===== src/rtl/cointoss_sched.sv =====
// cointoss_sched: round-robin scheduler that shares one cointoss generator
// among NREQ requesters and runs a best-of-BEST_OF match per grant.
// Optional statistics counters (match_cnt, win_cnt) are built only when
// COINTOSS_SCHED_STATS_EN is defined.
module cointoss_sched #(
  parameter  int NREQ     = 4,
  parameter  int BEST_OF  = 3,
  parameter  int TOSS_LAT = 1,
  localparam int NEED     = (BEST_OF + 1) / 2,
  localparam int SW       = $clog2(NEED + 1)
) (
  input  logic            clk,
  input  logic            rst,
  input  logic [NREQ-1:0] req,
  input  logic [NREQ-1:0] call,
  input  logic [2:0]      toss_val,
  output logic [NREQ-1:0] gnt,
  output logic            toss_oe,
  output logic            busy,
  output logic            done,
  output logic            win,
  output logic [SW-1:0]   req_score,
  output logic [SW-1:0]   gen_score
`ifdef COINTOSS_SCHED_STATS_EN
  , output logic [15:0]   match_cnt
  , output logic [15:0]   win_cnt
`endif
);

  localparam int IW = (NREQ > 1) ? $clog2(NREQ) : 1;
  localparam int CW = (TOSS_LAT > 1) ? $clog2(TOSS_LAT) : 1;
  localparam logic [CW-1:0] LAST_CNT = CW'(TOSS_LAT - 1);
  localparam logic [SW-1:0] NEED_W   = SW'(NEED);

  typedef enum logic [2:0] {IDLE, GRANT, TOSS, WAIT, DONE} state_t;

  state_t          state_q, state_d;
  logic [NREQ-1:0] gnt_q, gnt_d;
  logic [IW-1:0]   gidx_q, gidx_d;
  logic [IW-1:0]   ptr_q, ptr_d;
  logic            call_q, call_d;
  logic [SW-1:0]   req_score_q, req_score_d;
  logic [SW-1:0]   gen_score_q, gen_score_d;
  logic [CW-1:0]   wait_cnt_q, wait_cnt_d;
  logic            toss_oe_q, toss_oe_d;
  logic            done_q, done_d;
  logic            win_q, win_d;

  logic            pick_found;
  logic [IW-1:0]   pick_idx;

  // Only the result bit of the generator output matters.
  logic unused_toss_bits;
  assign unused_toss_bits = ^toss_val[2:1];

  // Find the first requester at or after the pointer, wrapping around.
  always_comb begin
    int j;
    pick_found = 1'b0;
    pick_idx   = '0;
    j          = 0;
    for (int i = 0; i < NREQ; i++) begin
      j = int'(ptr_q) + i;
      if (j >= NREQ) j = j - NREQ;
      if (!pick_found && req[IW'(j)]) begin
        pick_found = 1'b1;
        pick_idx   = IW'(j);
      end
    end
  end

  // Next-state and registered-output logic of the match FSM.
  always_comb begin
    state_d     = state_q;
    gnt_d       = gnt_q;
    gidx_d      = gidx_q;
    ptr_d       = ptr_q;
    call_d      = call_q;
    req_score_d = req_score_q;
    gen_score_d = gen_score_q;
    wait_cnt_d  = wait_cnt_q;
    toss_oe_d   = 1'b0;
    done_d      = 1'b0;
    win_d       = win_q;
    case (state_q)
      IDLE: begin
        if (pick_found) begin
          // Grant is registered on entry so it is visible in the GRANT cycle.
          state_d     = GRANT;
          gnt_d       = NREQ'(1) << pick_idx;
          gidx_d      = pick_idx;
          req_score_d = '0;
          gen_score_d = '0;
        end
      end
      GRANT: begin
        call_d    = call[gidx_q];
        state_d   = TOSS;
        toss_oe_d = 1'b1;
      end
      TOSS: begin
        state_d    = WAIT;
        wait_cnt_d = '0;
      end
      WAIT: begin
        if (wait_cnt_q == LAST_CNT) begin
          if (toss_val[0] == call_q) req_score_d = req_score_q + 1'b1;
          else                       gen_score_d = gen_score_q + 1'b1;
          if (req_score_d == NEED_W || gen_score_d == NEED_W) begin
            state_d = DONE;
            done_d  = 1'b1;
            win_d   = (req_score_d == NEED_W);
          end else begin
            state_d   = TOSS;
            toss_oe_d = 1'b1;
          end
        end else begin
          wait_cnt_d = wait_cnt_q + 1'b1;
        end
      end
      DONE: begin
        state_d = IDLE;
        gnt_d   = '0;
        win_d   = 1'b0;
        ptr_d   = (gidx_q == IW'(NREQ - 1)) ? '0 : gidx_q + 1'b1;
      end
      default: state_d = IDLE;
    endcase
  end

  // State and output registers.
  always_ff @(posedge clk) begin
    if (rst) begin
      state_q     <= IDLE;
      gnt_q       <= '0;
      gidx_q      <= '0;
      ptr_q       <= '0;
      call_q      <= 1'b0;
      req_score_q <= '0;
      gen_score_q <= '0;
      wait_cnt_q  <= '0;
      toss_oe_q   <= 1'b0;
      done_q      <= 1'b0;
      win_q       <= 1'b0;
    end else begin
      state_q     <= state_d;
      gnt_q       <= gnt_d;
      gidx_q      <= gidx_d;
      ptr_q       <= ptr_d;
      call_q      <= call_d;
      req_score_q <= req_score_d;
      gen_score_q <= gen_score_d;
      wait_cnt_q  <= wait_cnt_d;
      toss_oe_q   <= toss_oe_d;
      done_q      <= done_d;
      win_q       <= win_d;
    end
  end

  assign gnt       = gnt_q;
  assign toss_oe   = toss_oe_q;
  assign busy      = (state_q != IDLE);
  assign done      = done_q;
  assign win       = win_q;
  assign req_score = req_score_q;
  assign gen_score = gen_score_q;

`ifdef COINTOSS_SCHED_STATS_EN
  logic [15:0] match_cnt_q, match_cnt_d;
  logic [15:0] win_cnt_q, win_cnt_d;

  // Saturating counters of decided matches and of matches won.
  always_comb begin
    match_cnt_d = match_cnt_q;
    win_cnt_d   = win_cnt_q;
    if (done_q && match_cnt_q != 16'hFFFF) match_cnt_d = match_cnt_q + 16'd1;
    if (done_q && win_q && win_cnt_q != 16'hFFFF) win_cnt_d = win_cnt_q + 16'd1;
  end

  // Statistics registers.
  always_ff @(posedge clk) begin
    if (rst) begin
      match_cnt_q <= '0;
      win_cnt_q   <= '0;
    end else begin
      match_cnt_q <= match_cnt_d;
      win_cnt_q   <= win_cnt_d;
    end
  end

  assign match_cnt = match_cnt_q;
  assign win_cnt   = win_cnt_q;
`endif

endmodule

===== config.mk =====
export PLATFORM = sky130hd
export DESIGN_NAME = cointoss_sched
export DESIGN_NICKNAME = d
export VERILOG_FILES = /design/src/rtl/cointoss_sched.sv
export SDC_FILE = /design/constraint.sdc
export NUM_CORES = 1
export LEC_CHECK = 0
export ABC_AREA = 1
export CORE_ASPECT_RATIO = 0.75
export CORE_MARGIN = 1.5
export CORE_UTILIZATION = 40
export DETAILED_ROUTE_END_ITERATION = 8
export HOLD_SLACK_MARGIN = 0.05
export PLACE_DENSITY_LB_ADDON = 0.3
export SLEW_MARGIN = 20
export SYNTH_ARGS = -nofsm -noshare
export SYNTH_HDL_FRONTEND = slang
export SYNTH_SLANG_ARGS = --single-unit
export TNS_END_PERCENT = 30

===== constraint.sdc =====
create_clock -name clk -period 2.8 [get_ports clk]
set_clock_uncertainty 0.05 [all_clocks]
set_input_delay 0.56 -clock clk [delete_from_list [all_inputs] [get_ports clk]]
set_output_delay 0.56 -clock clk [all_outputs]
set_load 0.05 [all_outputs]

==> out/results.ini, run 1 <==
[timing]
tns_ns=0
rsz0062_at_grt=no
setup_viol=0
final_max_slew_viol_count=0
hold_viol_final=0
worstMarginPinSlew_ns=0.522
timing.fmax_mhz=413
period_share=0.865
period_needed_ns=2.42
slew_headroom=0.651
hold-worst-slack_ns=0.413

[yosys]
syn_nets=199
ys_seq_area_frac=0.334
netlist-cell-type-count=26
synth-seq-cells=19
synth.largest_area_cell=dfxtp_1
syn_area_um2=1140
synth_area_leaders=dfxtp_1, nand2_1, inv_1
yosysWarnings=0
synth_top_area_share=0.334
syn_area_per_cell_um2=6.16
synthCells=185

[clock_network]
insertion_delay_ns=0.25
hold_buffers=0
clock_sinks=19
cts_resized=0
cts.path.max_buffers=2
root_buffer=clkbuf_8
htree_levels=1
clkSlewWorstSetupHoldPaths_ns=0.07
cts_tree=yes
numCtsBuffers=3
postCtsSetupRepairBufs=0

[pwr]
p_sw_frac=0.294
pwr-share-clk=0.295
p_seq_frac=0.471
total_power_uw=622
p_sw_uw=183
comb_power_share=0.234
p_leak_nw=0.691
powerDensity_nw_per_um2=431
p_int_uw=439
peakVddDrop_uv=222

[floorplanning]
rows=16
dieArea_um2=3180
chipWidth_um=64.6
core_um2=2660
io_pins=25
die_y_um=49.2
initial_core_util=0.428

[worst_setup_path]
crit_path_max_fanout=6
required_ns=2.19
cp_top_family=buffers and inverters
end_kind=output port
start_kind=register
critPathSlowestCell=clkdlybuf4s50_1
worstSetupPathType=register to output port
cp.arrival_ns=1.81
max_stage_delay_ns=0.71
path_cells=nor3_1 > inv_1 > clkdlybuf4s50_1
path_buf_inv=2

[hold_path]
hp-class=register to register

[routing]
first_iter_violations=73
drt_pass1_iterations=4
wl_um=2200
wl_per_cell_um=8.93
viasPerCell=4.57
vias=1123
ant_nets=0
drcViolationCount=0

[cells_and_area]
area_delta_synth_final_pct=26.6
multi_input_area_um2=633
finalInstanceArea_um2=1440
drive_gt1_frac=0.0810
regArea_um2=380
final_nets=225
n_antenna_cell=0
fillCellCount=278

[global_route]
grt_use_total=0.159
grt_pass1_wl_um=3920
grt_overflow=0
grt_pass1_vias=923
grt_max_degree=15
antenna_found_initial=0

[outcome]
status=finished, final reports clean

[placed_design]
port_buffers=22
dp_hpwl_um=1770
gp_routability_congestion=0.815
post_dp_cell_area_um2=1400

[run]
drv_cap=0

## layout make-up
type,count,area share
tap,36,0.0312
clock buffer,4,0.0312
inverter,29,0.0772
timing repair buffer,23,0.158
sequential,19,0.264
multi-input combinational,135,0.439
## placed cells by master (no fill, tap or decap), types with 2 or more instances in the layout
cell             netlist  routed
o21ai_0                8       8
nor3_1                 4       4
nor2_4                 2       2
inv_1                 26      26
nand2_2                5       5
clkbuf_8               0       3
dfxtp_1               19      19
nand3_1               10      10
clkdlybuf4s50_1        0      22
a21oi_1               11      11
nand2_1               61      61
nor2_1                23      23
## Yosys cell counts (all sizes together)
cell type   n
nand2      67
inv        28
nor2       26
dfxtp      19
a21oi      11
nand3      11
o21ai       8
nor3        4
a21boi      1
buf         1
clkbuf      1
clkinv      1
ha          1
mux2i       1
o221ai      1
o32ai       1
or2         1
xnor2       1
xor2        1
## layer usage
layer / GRT usage / vias to the layer above / wire (um)
li1: - / 626 / -
met1: 0.241 / 467 / 1260
met2: 0.214 / 28 / 806
met3: 0.0554 / 2 / 120
met4: 0.0319 / 0 / 13
met5: 0 / - / 0
## final timing paths
check	cells past startpoint	start	endpoint	slack (ns)
worst max-delay path	3	state_q[1]	busy	0.38
worst max register to register	12	ptr_q[0]	req_score[0]	0.89
worst min-delay path	2	gnt[1]	gnt[1]	0.41
worst min register to register	2	gnt[1]	gnt[1]	0.41
## worst reg2reg max path, cell delays in order (launching register included)
cell	delay, ns
dfxtp_1	0.58
inv_2	0.16
nand2_1	0.11
nand2_2	0.08
nand2_1	0.07
nand2_1	0.08
nor2_4	0.12
nand3_2	0.11
nand2_4	0.11
inv_4	0.05
nor2_4	0.11
nand2_1	0.07
a21oi_1	0.13
## stage by stage
step,setup WS [ns],cells,util
floorplan,1.15,185,-
global placement,0.556,242,0.525
detailed placement,0.513,242,0.525
CTS,0.366,246,0.542
global route,0.214,246,0.542
finish,0.378,246,0.542
## sequential cells by signal (all words and copies together) (netlist names)
name / cells
gnt: 4
state_q: 3
gen_score: 2
gidx_q: 2
ptr_q: 2
req_score: 2
call_q: 1
done: 1
toss_oe: 1
win: 1
## power by group through the flow
stage | clock network, mW | registers [mW] | logic [mW]
3_3_place_gp | 0 | 0.299 | 0.145
2_1_floorplan | 0 | 0.316 | 0.0834
5_1_grt | 0.203 | 0.295 | 0.164
6_report | 0.183 | 0.293 | 0.145
3_5_place_dp | 0 | 0.299 | 0.146
4_1_cts | 0.190 | 0.293 | 0.147
## cells by family (layout without fill, tap and decap cells)
kind of cell / after synthesis / after routing / synth area share
muxes: 1 / 1 / 0.00878
AOI/OAI and AO/OA: 22 / 22 / 0.105
and+or+nand+nor: 109 / 109 / 0.415
adders and majority gates: 1 / 1 / 0.0110
DFF: 19 / 19 / 0.334
xor gates and xnor gates: 2 / 2 / 0.0154
buffers and inverters: 31 / 56 / 0.111
No activity file was read; power rests on OpenSTA's default activity.
==> inputs of run 2 (changes only) <==
- CORE_UTILIZATION: 40 -> 35
==> run 2 against run 1 <==
Global-route usage fell by 1.6 points. Sequential cell count is the same. Register-to-register slack got worse by 0.02 ns. Clock power barely moved. First-iteration DRC count fell by 22%.
==> out/results.ini, run 2 (synthesized netlist as in run 1, its figures left out) <==
[outcome]
status=finished, final reports clean

[worst_setup_path]
r2r.worst_path.cells=13  ; +1
required_ns=2.19  ; about the same
r2r-start=ptr_q[0]
crit_path_max_fanout=6  ; unchanged
r2r-end=gnt[2]
worstSetupPathType=register to output port
endpoint=busy
critical_path.startpoint=state_q[1]
cp.arrival_ns=1.87  ; +0.06 ns
start_kind=register
end_kind=output port
ff2ff_setup_slack_ns=0.87  ; -0.02 ns

[cells_and_area]
drive_gt1_frac=0.0810  ; unchanged
final_common_cell=nand2_1
finalNonFillerCells=248  ; +0.81%
final_cell_mix=nand2_1, inv_1, nor2_1
n_antenna_cell=0  ; unchanged
final_nets=225  ; unchanged
area_delta_synth_final_pct=26.8
largest_reg_flops=4  ; unchanged

[floorplanning]
rows=17  ; +1
chipWidth_um=68.9  ; +6.6%
die_y_um=52.4  ; +6.5%
core_um2=3020  ; +13%
initial_core_util=0.377  ; -0.0507
dieArea_um2=3610  ; +13%
io_pins=25  ; unchanged

[hold_path]
hp-class=register to register
hold_start=gnt[1]

[clock_network]
cts.path.max_buffers=2  ; unchanged
clkSlewWorstSetupHoldPaths_ns=0.07  ; about the same
htree_levels=1  ; unchanged
numCtsBuffers=3  ; unchanged
postCtsSetupRepairBufs=0  ; unchanged
clock_sinks=19  ; unchanged
cts_resized=0  ; unchanged
cts_tree=yes
insertion_delay_ns=0.25  ; about the same
root_buffer=clkbuf_8
hold_buffers=0  ; unchanged

[global_route]
grt_use_total=0.143  ; -0.0160
grt_pass1_vias=863  ; -6.5%
antenna_found_initial=0  ; unchanged
grt_max_degree=14  ; -1
grt_pass1_wl_um=3820  ; -2.7%
grt_overflow=0  ; unchanged

[timing]
timing.fmax_mhz=404  ; -2.2%
slew_headroom=0.656  ; +0.00514
period_needed_ns=2.48  ; +0.0557 ns
tns_ns=0  ; unchanged
final_max_slew_viol_count=0  ; unchanged
hold_viol_final=0  ; unchanged
rsz0062_at_grt=no
period_share=0.885  ; +0.0199
hold-worst-slack_ns=0.414  ; +0.000572 ns
setup_viol=0  ; unchanged
worstMarginPinSlew_ns=0.514  ; -0.00768 ns

[placed_design]
dpl.cell_count=244  ; +0.83%
dp_hpwl_um=1760  ; -0.92%
port_buffers=22  ; unchanged
gp_routability_congestion=0.832  ; +2.1%

[routing]
drcViolationCount=0  ; unchanged
viasPerCell=4.41  ; -3.4%
wl_um=2190  ; -0.27%
vias=1094  ; -2.6%
drt_pass1_iterations=5  ; +1
ant_nets=0  ; unchanged
wl_per_cell_um=8.83  ; -1.1%
first_iter_violations=57  ; -22%

[run]
drv_cap=0  ; unchanged

[pwr]
p_leak_nw=0.691  ; unchanged
powerDensity_nw_per_um2=432  ; +0.21%
peakVddDrop_uv=283  ; +27%

==> run 2: cell counts in the layout (fill, tap and decap cells not counted) <==
Identical to the previous run, type by type.
==> run 2: how the worst min path moves through the flow <==
| stage | endpoint | slack, ns | cells after the start |
|---|---|---|---|
| global placement | gnt[1] | 0.41 | 2 |
| CTS | gnt[1] | 0.42 | 2 |
| global route | gnt[3] | 0.43 | 2 |
| detailed placement | gnt[1] | 0.41 | 2 |
| finish | gnt[1] | 0.41 | 2 |
| floorplan | state_q[0] | 0.42 | 1 |
==> run 2: per-stage QoR <==
| step | total power [mW] | cell area [um2] | utilization | setup WS (ns) |
|---|---|---|---|---|
| 6_report | 0.624 | 1450 | 0.478 | 0.323 |
| 5_1_grt | 0.662 | 1450 | 0.478 | 0.250 |
| 4_1_cts | 0.630 | 1450 | 0.478 | 0.312 |
| 3_5_place_dp | 0.445 | 1400 | 0.464 | 0.519 |
| 3_3_place_gp | 0.444 | 1400 | 0.464 | 0.538 |
| 2_1_floorplan | 0.399 | 1140 | - | 1.15 |
==> run 2: area by class of cell <==
type	count	area (um2)
inverter	29	111
tap	38	47.5
sequential	19	380
fill	326	1580
multi-input combinational	135	633
timing repair buffer	23	228
clock buffer	4	45.0
==> run 2: worst max-delay path, cell delays in order, from the launching register on <==
cell and delay [ns]:
dfxtp_1 0.35, nor3_1 0.42, inv_1 0.12, clkdlybuf4s50_1 0.72
==> run 2: where the power goes <==
group / switching [mW] / total (mW) / internal [mW]
Combinational: 0.0908 / 0.146 / 0.0551
Clock: 0.0841 / 0.185 / 0.101
Sequential: 0.0101 / 0.293 / 0.283
==> run 2: per-layer routing <==
layer | vias to the layer above | track usage | wire length, um
met1 | 448 | 0.217 | 1250
met3 | 0 | 0.0516 | 142
met2 | 23 | 0.194 | 798
li1 | 623 | - | -
met4 | 0 | 0.0196 | 0
met5 | - | 0 | 0
==> inputs of run 3 (changes only) <==
- CTS_CLUSTER_DIAMETER: not set -> 100
- SKIP_LAST_GASP: not set -> 1
==> results of run 3 <==
Final layout, timing and power as in run 2 (identical DEF).
